--- src/rtl/cpu_host_ctrl.sv ---
// cpu_host_ctrl: byte-serial host command FSM driving imem writes, core reset/run bursts and debug readback.
// Optional CPU_HOST_STEP_COUNT_EN adds a retired-step counter readable with opcode 0x06.
module cpu_host_ctrl #(
   parameter int ADDR_W = 6
) (
   input  logic              clk,
   input  logic              rst_n,
   input  logic              cmd_valid,
   input  logic [7:0]        cmd_byte,
   output logic              cmd_ready,
   output logic              rsp_valid,
   output logic [7:0]        rsp_byte,
   input  logic              rsp_ready,
   output logic              imem_wr_en,
   output logic [ADDR_W-1:0] imem_wr_addr,
   output logic [31:0]       imem_wr_data,
   output logic              cpu_rst_n,
   output logic              cpu_clk_en,
   input  logic [31:0]       debug_rd_value,
   output logic              cmd_err
);
   typedef enum logic [2:0] {IDLE, LOAD, RUN_ARG, RUNNING, READ_OUT} state_t;
   state_t state, state_d;
   logic [1:0] cnt, cnt_d;
   logic [8:0] steps, steps_d;
   logic [23:0] asm_q, asm_d;
   logic [31:0] word, word_d, data_d;
   logic [ADDR_W-1:0] ptr, ptr_d, addr_d;
   logic [7:0] rb_d;
   logic wr_d, crst_d, clk_en_d, rv_d, err_d, rdy_d;
   logic acc, hs;
`ifdef CPU_HOST_STEP_COUNT_EN
   logic [31:0] step_cnt, step_cnt_d;
`endif
   assign acc = cmd_valid && cmd_ready;
   assign hs = rsp_valid && rsp_ready;
   always_comb begin
      state_d = state;
      cnt_d = cnt;
      steps_d = steps;
      asm_d = asm_q;
      word_d = word;
      ptr_d = ptr;
      addr_d = imem_wr_addr;
      data_d = imem_wr_data;
      rb_d = rsp_byte;
      wr_d = 1'b0;
      crst_d = cpu_rst_n;
      clk_en_d = 1'b0;
      rv_d = rsp_valid;
      err_d = 1'b0;
`ifdef CPU_HOST_STEP_COUNT_EN
      step_cnt_d = step_cnt + {31'd0, cpu_clk_en && cpu_rst_n};
`endif
      case (state)
         IDLE: if (acc) begin
            case (cmd_byte)
               8'h01: begin
                  state_d = LOAD;
                  cnt_d = 2'd0;
               end
               8'h02: begin
                  crst_d = 1'b0;
                  ptr_d = '0;
`ifdef CPU_HOST_STEP_COUNT_EN
                  step_cnt_d = '0;
`endif
               end
               8'h03: state_d = RUN_ARG;
               8'h04: begin
                  state_d = READ_OUT;
                  cnt_d = 2'd0;
                  word_d = debug_rd_value;
                  rb_d = debug_rd_value[7:0];
                  rv_d = 1'b1;
               end
               8'h05: crst_d = 1'b1;
`ifdef CPU_HOST_STEP_COUNT_EN
               8'h06: begin
                  state_d = READ_OUT;
                  cnt_d = 2'd0;
                  word_d = step_cnt;
                  rb_d = step_cnt[7:0];
                  rv_d = 1'b1;
               end
`endif
               default: err_d = 1'b1;
            endcase
         end
         // the output word only changes once all 4 bytes are in, so a partial load is never visible
         LOAD: if (acc) begin
            asm_d = {cmd_byte, asm_q[23:8]};
            cnt_d = cnt + 2'd1;
            if (cnt == 2'd3) begin
               data_d = {cmd_byte, asm_q};
               wr_d = 1'b1;
               addr_d = ptr;
               ptr_d = ptr + 1'b1;
               state_d = IDLE;
            end
         end
         RUN_ARG: if (acc) begin
            steps_d = (cmd_byte == 8'd0) ? 9'd256 : {1'b0, cmd_byte};
            clk_en_d = 1'b1;
            state_d = RUNNING;
         end
         RUNNING: begin
            steps_d = steps - 9'd1;
            clk_en_d = steps != 9'd1;
            state_d = (steps == 9'd1) ? IDLE : RUNNING;
         end
         READ_OUT: if (hs) begin
            word_d = {8'd0, word[31:8]};
            rb_d = word[15:8];
            cnt_d = cnt + 2'd1;
            if (cnt == 2'd3) begin
               rv_d = 1'b0;
               state_d = IDLE;
            end
         end
         default: state_d = IDLE;
      endcase
      rdy_d = (state_d == IDLE) || (state_d == LOAD) || (state_d == RUN_ARG);
   end
   always_ff @(posedge clk or negedge rst_n) begin
      if (!rst_n) begin
         state <= IDLE;
         cnt <= '0;
         steps <= '0;
         asm_q <= '0;
         word <= '0;
         ptr <= '0;
         imem_wr_addr <= '0;
         imem_wr_data <= '0;
         imem_wr_en <= 1'b0;
         rsp_byte <= '0;
         rsp_valid <= 1'b0;
         cpu_rst_n <= 1'b0;
         cpu_clk_en <= 1'b0;
         cmd_err <= 1'b0;
         cmd_ready <= 1'b0;
`ifdef CPU_HOST_STEP_COUNT_EN
         step_cnt <= '0;
`endif
      end else begin
         state <= state_d;
         cnt <= cnt_d;
         steps <= steps_d;
         asm_q <= asm_d;
         word <= word_d;
         ptr <= ptr_d;
         imem_wr_addr <= addr_d;
         imem_wr_data <= data_d;
         imem_wr_en <= wr_d;
         rsp_byte <= rb_d;
         rsp_valid <= rv_d;
         cpu_rst_n <= crst_d;
         cpu_clk_en <= clk_en_d;
         cmd_err <= err_d;
         cmd_ready <= rdy_d;
`ifdef CPU_HOST_STEP_COUNT_EN
         step_cnt <= step_cnt_d;
`endif
      end
   end
endmodule
--- config.mk ---
export PLATFORM = sky130hd
export DESIGN_NAME = cpu_host_ctrl
export DESIGN_NICKNAME = d
export VERILOG_FILES = /design/src/rtl/cpu_host_ctrl.sv
export SDC_FILE = /design/constraint.sdc
export NUM_CORES = 1
export LEC_CHECK = 0
export ABC_AREA = 1
export BUFFER_PORTS_ARGS = -buffer_cell sky130_fd_sc_hd__buf_2
export CORE_MARGIN = 1.5
export CORE_UTILIZATION = 28
export CTS_CLUSTER_SIZE = 12
export DETAILED_ROUTE_END_ITERATION = 10
export SYNTH_ARGS = -nofsm -noshare
export SYNTH_HDL_FRONTEND = slang
export SYNTH_SLANG_ARGS = --single-unit
--- constraint.sdc ---
create_clock -name clk -period 4.1 [get_ports clk]
set_clock_uncertainty 0.15 [all_clocks]
set_input_delay 0.615 -clock clk [delete_from_list [all_inputs] [get_ports clk]]
set_output_delay 0.615 -clock clk [all_outputs]
set_load 0.03 [all_outputs]
==> reports/results.ini, run 1 <==
[power_and_ir_drop]
p_int_w = 0.00268
pwr-share-comb_pct = 22.8
seqPwrFrac_pct = 41.5
leakage_nw = 3.52
peakVddDrop_v = 0.000199
clkPwrFrac_pct = 35.7
p_switching_w = 0.00135
swShare_pct = 33.5
powerDensity_mw_per_mm2 = 601
fin_total_pwr_w = 0.00403

[clock_tree]
htreeDepth = 4
clkSinkCount = 120
clk_latency_ps = 410
cts_buffers = 17
post_cts_resized = 0
cts_tree = built
clk_path_buf_depth = 2
clkSlewWorstSetupHoldPaths_ps = 60
cts_hold_buf = 0
post_cts_buffers = 0
root_buffer = clkbuf_16

[floorplan]
die_w_um = 143
dieArea_mm2 = 0.0203
rows = 50
io_pins = 96
dieHeight_um = 143
coreArea_mm2 = 0.0189
initial_core_util_pct = 28.8

[global_route]
busiest_layer = met2
antenna_found_initial = 1
grt_use_met1_pct = 17.4
grt_pass1_wl_um = 21100
grt.overflow.total = 0
grt_use_met3_pct = 3.73
grt_util_all_layers_pct = 13.4
grt_max_degree = 69
grt_pass1_vias = 4249
use_met2_pct = 21.2

[sta]
fin_crit_sh_pct = 67.4
hold_viol_final = 0
setup_viol_count_final = 0
setup_ws_ps = 1330
worst_slew_pin_slew_ps = 920
fin_tns_setup_ps = 0
fmax_mhz = 362
slew-limit-headroom_pct = 38.7
rsz0062_at_grt = false
maxSlewViolCount = 0
min_period_ps = 2770

[cells_and_area]
fillers = 2024
drive_gt1_share_pct = 18.1
nets = 817
finalNonFillerCells = 1042
mostFrequentLayoutCells = 285 x nand2_1, 120 x dfrtp_1, 94 x buf_2
layout_commonest_cell = nand2_1
multi_input_area_mm2 = 0.00208
seq_area_mm2 = 0.00300
syn2layout_area_growth_pct = 22.9
final_area_mm2 = 0.00670

[critical_path]
cp_top_family = simple AND/OR/NAND/NOR gates
path_max_fanout = 28
crit_path_start_kind = register
end_kind = register
worst-path-buf-inv = 3
cp_common_cell = nand2_1
cp_data_required_time_ps = 4250
worst_path_largest_cell_delay_ps = 460
crit_type = register to register
crit_path_cell_trace = nor3_4 -> buf_4 -> inv_2 -> nand2_2 -> nand2_1 -> buf_4 -> nand2_1 -> nand2_1
crit_arrival_ps = 2920
slowest_stage = dfrtp_1

[placement]
gp_congestion = 0.865
post-dp-hpwl_um = 8940
dp_worst_setup_slack_ps = 1240
placed_area_mm2 = 0.00612
portBuffers = 95
dp_cells = 1010

[routing]
drt_wl_total_um = 12700
vias = 4496
drc = 0
avgRoutedWirePerCell_um = 12.2
drt_first_pass_iters = 5
antenna_left = 0
first_iter_violations = 336
vias_per_cell = 4.31

[yosys]
yosysSeqAreaShare_pct = 55.1
synth_cell_type_count = 27
syn_inst = 683
syn_nets = 731
netlist_area_mm2 = 0.00545
synth_warnings = 0
ys_ff_latch = 120
avgSynthCellArea_um2 = 7.98

[hold_path]
hold_path.class = input port to asynchronous set/reset pin

[outcome]
status = finished clean

[flow_run]
cap_violations = 0

==> worst paths after layout <==
| path | startpoint | endpoint | slack, ps | cells past startpoint |
|---|---|---|---|---|
| hold reg to reg | rsp_byte[4]$_DFFE_PN0P_ | rsp_byte[4]$_DFFE_PN0P_ | 310 | 2 |
| setup reg to reg | state[1]$_DFF_PN0_ | word[19]$_DFFE_PN0P_ | 1330 | 8 |
| min in group clk | debug_rd_value[27] | word[27]$_DFFE_PN0P_ | 280 | 3 |
| hold / removal | rst_n | imem_wr_en$_DFF_PN0_ | 170 | 1 |
| setup / recovery | state[1]$_DFF_PN0_ | word[19]$_DFFE_PN0P_ | 1330 | 8 |
| max in group asynchronous | rst_n | asm_q[17]$_DFFE_PN0P_ | 2630 | 2 |
==> layer usage <==
| metal | vias to the layer above | part of all wire (%) |
|---|---|---|
| met4 | 0 | 1.6 |
| met3 | 18 | 4.3 |
| li1 | 2334 | - |
| met1 | 2066 | 47 |
| met2 | 78 | 48 |
| met5 | - | 0 |
==> state kept, by name, summed over array words and instances (netlist names), 2 cells and up <==
signal        cells
imem_wr_data     32
word             25
asm_q            24
steps             9
rsp_byte          7
imem_wr_addr      6
ptr               6
state             3
cnt               2
==> cells by family (layout without fill, tap and decap cells) <==
group	Yosys count	in the layout	synth area share (%)
compound gates	84	84	8.04
xor+xnor	3	3	0.482
flops	120	120	55.1
buf+inv	87	185	6.77
simple gates	385	385	28.7
fa+ha+maj	4	4	0.918
other cells	0	1	0
==> layout make-up <==
cell class              instances  area share (%)
diodes                          1          0.0374
clock buffers                  20            6.67
clock inverters                11            1.87
inverters                      54            3.03
multi-input cells             476            31.0
flip-flops and latches        120            44.8
well taps                     260            4.86
repair buffers                100            7.70
==> through the flow <==
stage               hold WS, ps  utilization, %
floorplan                   169               -
global placement            305            32.4
detailed placement          304            32.4
CTS                         208            35.4
global route                233            35.4
finish                      169            35.5
==> cell usage after synthesis, drive strengths merged <==
cell	instances	area (µm²)
buf	19	114
clkbuf	14	52.6
nand2	287	1080
dfrtp	120	3000
nor3	2	21.3
o21bai	1	7.51
nor2	38	158
o211ai	3	22.5
o21ai	71	355
o221ai	1	8.76
nand4	8	50.1
nand3	49	245
o22ai	1	6.26
a21oi	6	30.0
nand3b	1	7.51
a21boi	1	7.51
xnor2	3	26.3
inv	54	203
ha	4	50.1
==> power by group through the flow <==
stage	Combinational, W	Sequential (W)	Clock (W)
floorplan	0.000648	0.00172	0
global placement	0.000915	0.00168	0
detailed placement	0.000930	0.00169	0
CTS	0.000934	0.00167	0.00147
global route	0.00107	0.00171	0.00152
finish	0.000920	0.00167	0.00144
No activity file was read; power rests on OpenSTA's default activity.
==> run 2, diff against run 1 <==
clock period = 2.78 ns   (was 4.1 ns; I/O delays follow)
==> run 2 against run 1 <==
  * Worst setup slack got worse by 630 ps
  * Total power rose by 54%
  * Non-clock buffer count rose by 8
  * Sequential power rose by 48%
  * Sequential cell count did not move
  * Sequential share of layout area fell by 0.95 points
  * Via count rose by 2.1%
  * Maximum frequency rose by 33%
  * Register-to-register slack got worse by 630 ps
  * Global-route usage rose by 0.49 points
  * Design area rose by 2.2%
  * Critical path type unchanged
  * Critical endpoint is now imem_wr_data[25]$_DFFE_PN0P_
==> reports/results.ini, run 2 (same netlist as run 1, synthesis figures left out) <==
[clock_tree]
post_cts_resized = 0  ; unchanged
cts_tree = built
clkSlewWorstSetupHoldPaths_ps = 60  ; about the same
cts_buffers = 17  ; unchanged
clkSinkCount = 120  ; unchanged
clk_latency_ps = 410  ; about the same
root_buffer = clkbuf_16
clk_path_buf_depth = 2  ; unchanged
htreeDepth = 4  ; unchanged

[placement]
gp_congestion = 0.836  ; -3.3%
portBuffers = 95  ; unchanged
dp_worst_setup_slack_ps = 637  ; -601 ps
post-dp-hpwl_um = 9470  ; +5.9%

[flow_run]
cap_violations = 0  ; unchanged

[sta]
fmax_mhz = 482  ; +33%
maxSlewViolCount = 0  ; unchanged
fin_tns_setup_ps = 0  ; unchanged
setup_ws_ps = 707  ; -628 ps
setup_viol_count_final = 0  ; unchanged
min_period_ps = 2070  ; -692 ps
slew-limit-headroom_pct = 62.2  ; +24 points
worst_slew_pin_slew_ps = 566  ; -353 ps
fin_crit_sh_pct = 74.6  ; +7.1 points
hold_viol_final = 0  ; unchanged
rsz0062_at_grt = false

[power_and_ir_drop]
peakVddDrop_v = 0.000384  ; +93%
powerDensity_mw_per_mm2 = 909  ; +51%
leakage_nw = 3.60  ; +2.4%

[critical_path]
crit_arrival_ps = 2250  ; -670 ps
path_depth = 6  ; -2
path_max_fanout = 28  ; unchanged
crit_path_cell_trace = nor2_2 -> nand2_2 -> nor2_4 -> inv_2 -> buf_4 -> o21ai_0
worst_path_largest_cell_delay_ps = 460  ; about the same
crit_type = register to register
worst-path-buf-inv = 2  ; -1
reg2regPathDepth = 6  ; -2
end_kind = register
crit_path_start_kind = register
slowest_stage = dfrtp_1
cp_top_family = simple AND/OR/NAND/NOR gates
cp_data_required_time_ps = 2950  ; -1300 ps

[cells_and_area]
syn2layout_area_growth_pct = 25.6
mostFrequentLayoutCells = 285 x nand2_1, 120 x dfrtp_1, 94 x buf_2
top_regs = imem_wr_data: 32 flops, word: 25 flops, asm_q: 24 flops
layout_commonest_cell = nand2_1
largest_reg_flops = 32  ; unchanged
nets = 825  ; +0.98%
antenna_cells = 0  ; -1
drive_gt1_share_pct = 19.1  ; +1.1 points
regMostFlops = imem_wr_data

[routing]
first_iter_violations = 331  ; -1.5%
vias = 4592  ; +2.1%
drc = 0  ; unchanged
drt_first_pass_iters = 5  ; unchanged
avgRoutedWirePerCell_um = 12.8  ; +4.6%
drt_wl_total_um = 13400  ; +5.4%
antenna_left = 0  ; unchanged
vias_per_cell = 4.37  ; +1.4%

[floorplan]
initial_core_util_pct = 28.8  ; unchanged
rows = 50  ; unchanged
coreArea_mm2 = 0.0189  ; unchanged
dieArea_mm2 = 0.0203  ; unchanged
die_w_um = 143  ; unchanged
io_pins = 96  ; unchanged
dieHeight_um = 143  ; unchanged

[global_route]
grt_pass1_vias = 4287  ; +0.89%
grt_pass1_wl_um = 21900  ; +3.5%
grt.overflow.total = 0  ; unchanged
grt_util_all_layers_pct = 13.9  ; +0.49 points
antenna_found_initial = 0  ; -1
grt_max_degree = 54  ; -22%

[hold_path]
hold_path.class = input port to register
hold_path_depth = 3

[outcome]
status = finished clean

run 2: cell types whose count changed in the layout (fill, tap and decap cells not counted), moves of 2 or more:
cell        delta
buf_4          +6
bufinv_16      +2
clkbuf_1       -2
clkinvlp_4     -2
inv_6          +2
run 2: layout make-up:
class / count / area (µm²)
fillers: 1985 / 12000
flip-flops and latches: 120 / 3000
multi-input cells: 476 / 2080
repair buffers: 108 / 591
clock buffers: 19 / 453
well taps: 260 / 325
inverters: 54 / 203
clock inverters: 13 / 191
run 2: per-stage QoR:
stage	hold WS [ps]	util, %	total power [W]	cells	instance area, µm²
after detailed placement	308	32.8	0.00389	1017	6190
after global placement	301	32.8	0.00384	1017	6190
final	82.6	36.2	0.00622	1050	6840
after floorplan	-28.6	-	0.00349	683	5450
after global routing	71.3	36.2	0.00662	1050	6840
after CTS	73.2	36.2	0.00629	1050	6840
run 2: power by group:
group / switching, W / internal, W / total (W)
registers: 0.000269 / 0.00220 / 0.00247
logic: 0.000951 / 0.000428 / 0.00138
clock network: 0.000816 / 0.00156 / 0.00237
total: 0.00204 / 0.00419 / 0.00622
run 2: worst min-delay path: cells and delay by family:
family | cells | cell delay (ps)
buf+inv | 1 | 90
simple gates | 1 | 50
compound gates | 1 | 50
run 2: worst paths after layout:
kind | startpoint | to | slack (ps)
worst min register to register | imem_wr_addr[5]$_DFFE_PN0P_ | imem_wr_addr[5]$_DFFE_PN0P_ | 320
worst max-delay path | state[1]$_DFF_PN0_ | imem_wr_data[25]$_DFFE_PN0P_ | 710
worst max register to register | state[1]$_DFF_PN0_ | imem_wr_data[25]$_DFFE_PN0P_ | 710
worst min-delay path | cmd_byte[7] | asm_q[23]$_DFFE_PN0P_ | 80
max in group asynchronous | rst_n | steps[2]$_DFFE_PN0P_ | 1350
min in group asynchronous | rst_n | rsp_byte[2]$_DFFE_PN0P_ | 400
run 2: metal layers:
layer,global-route usage [%],vias up,routed length (µm)
met4,5.48,0,212
met2,21.3,65,6380
met3,3.87,12,382
met1,18.6,2164,6430
met5,0,-,0
li1,-,2351,-
run 2: what timing repair did:
action | 4_1_cts | 5_1_grt
endpoints found under the hold margin | 37 | 0
hold buffers | 1 | 0
endpoints found under the setup margin | 0 | 0
setup buffers | 0 | 0
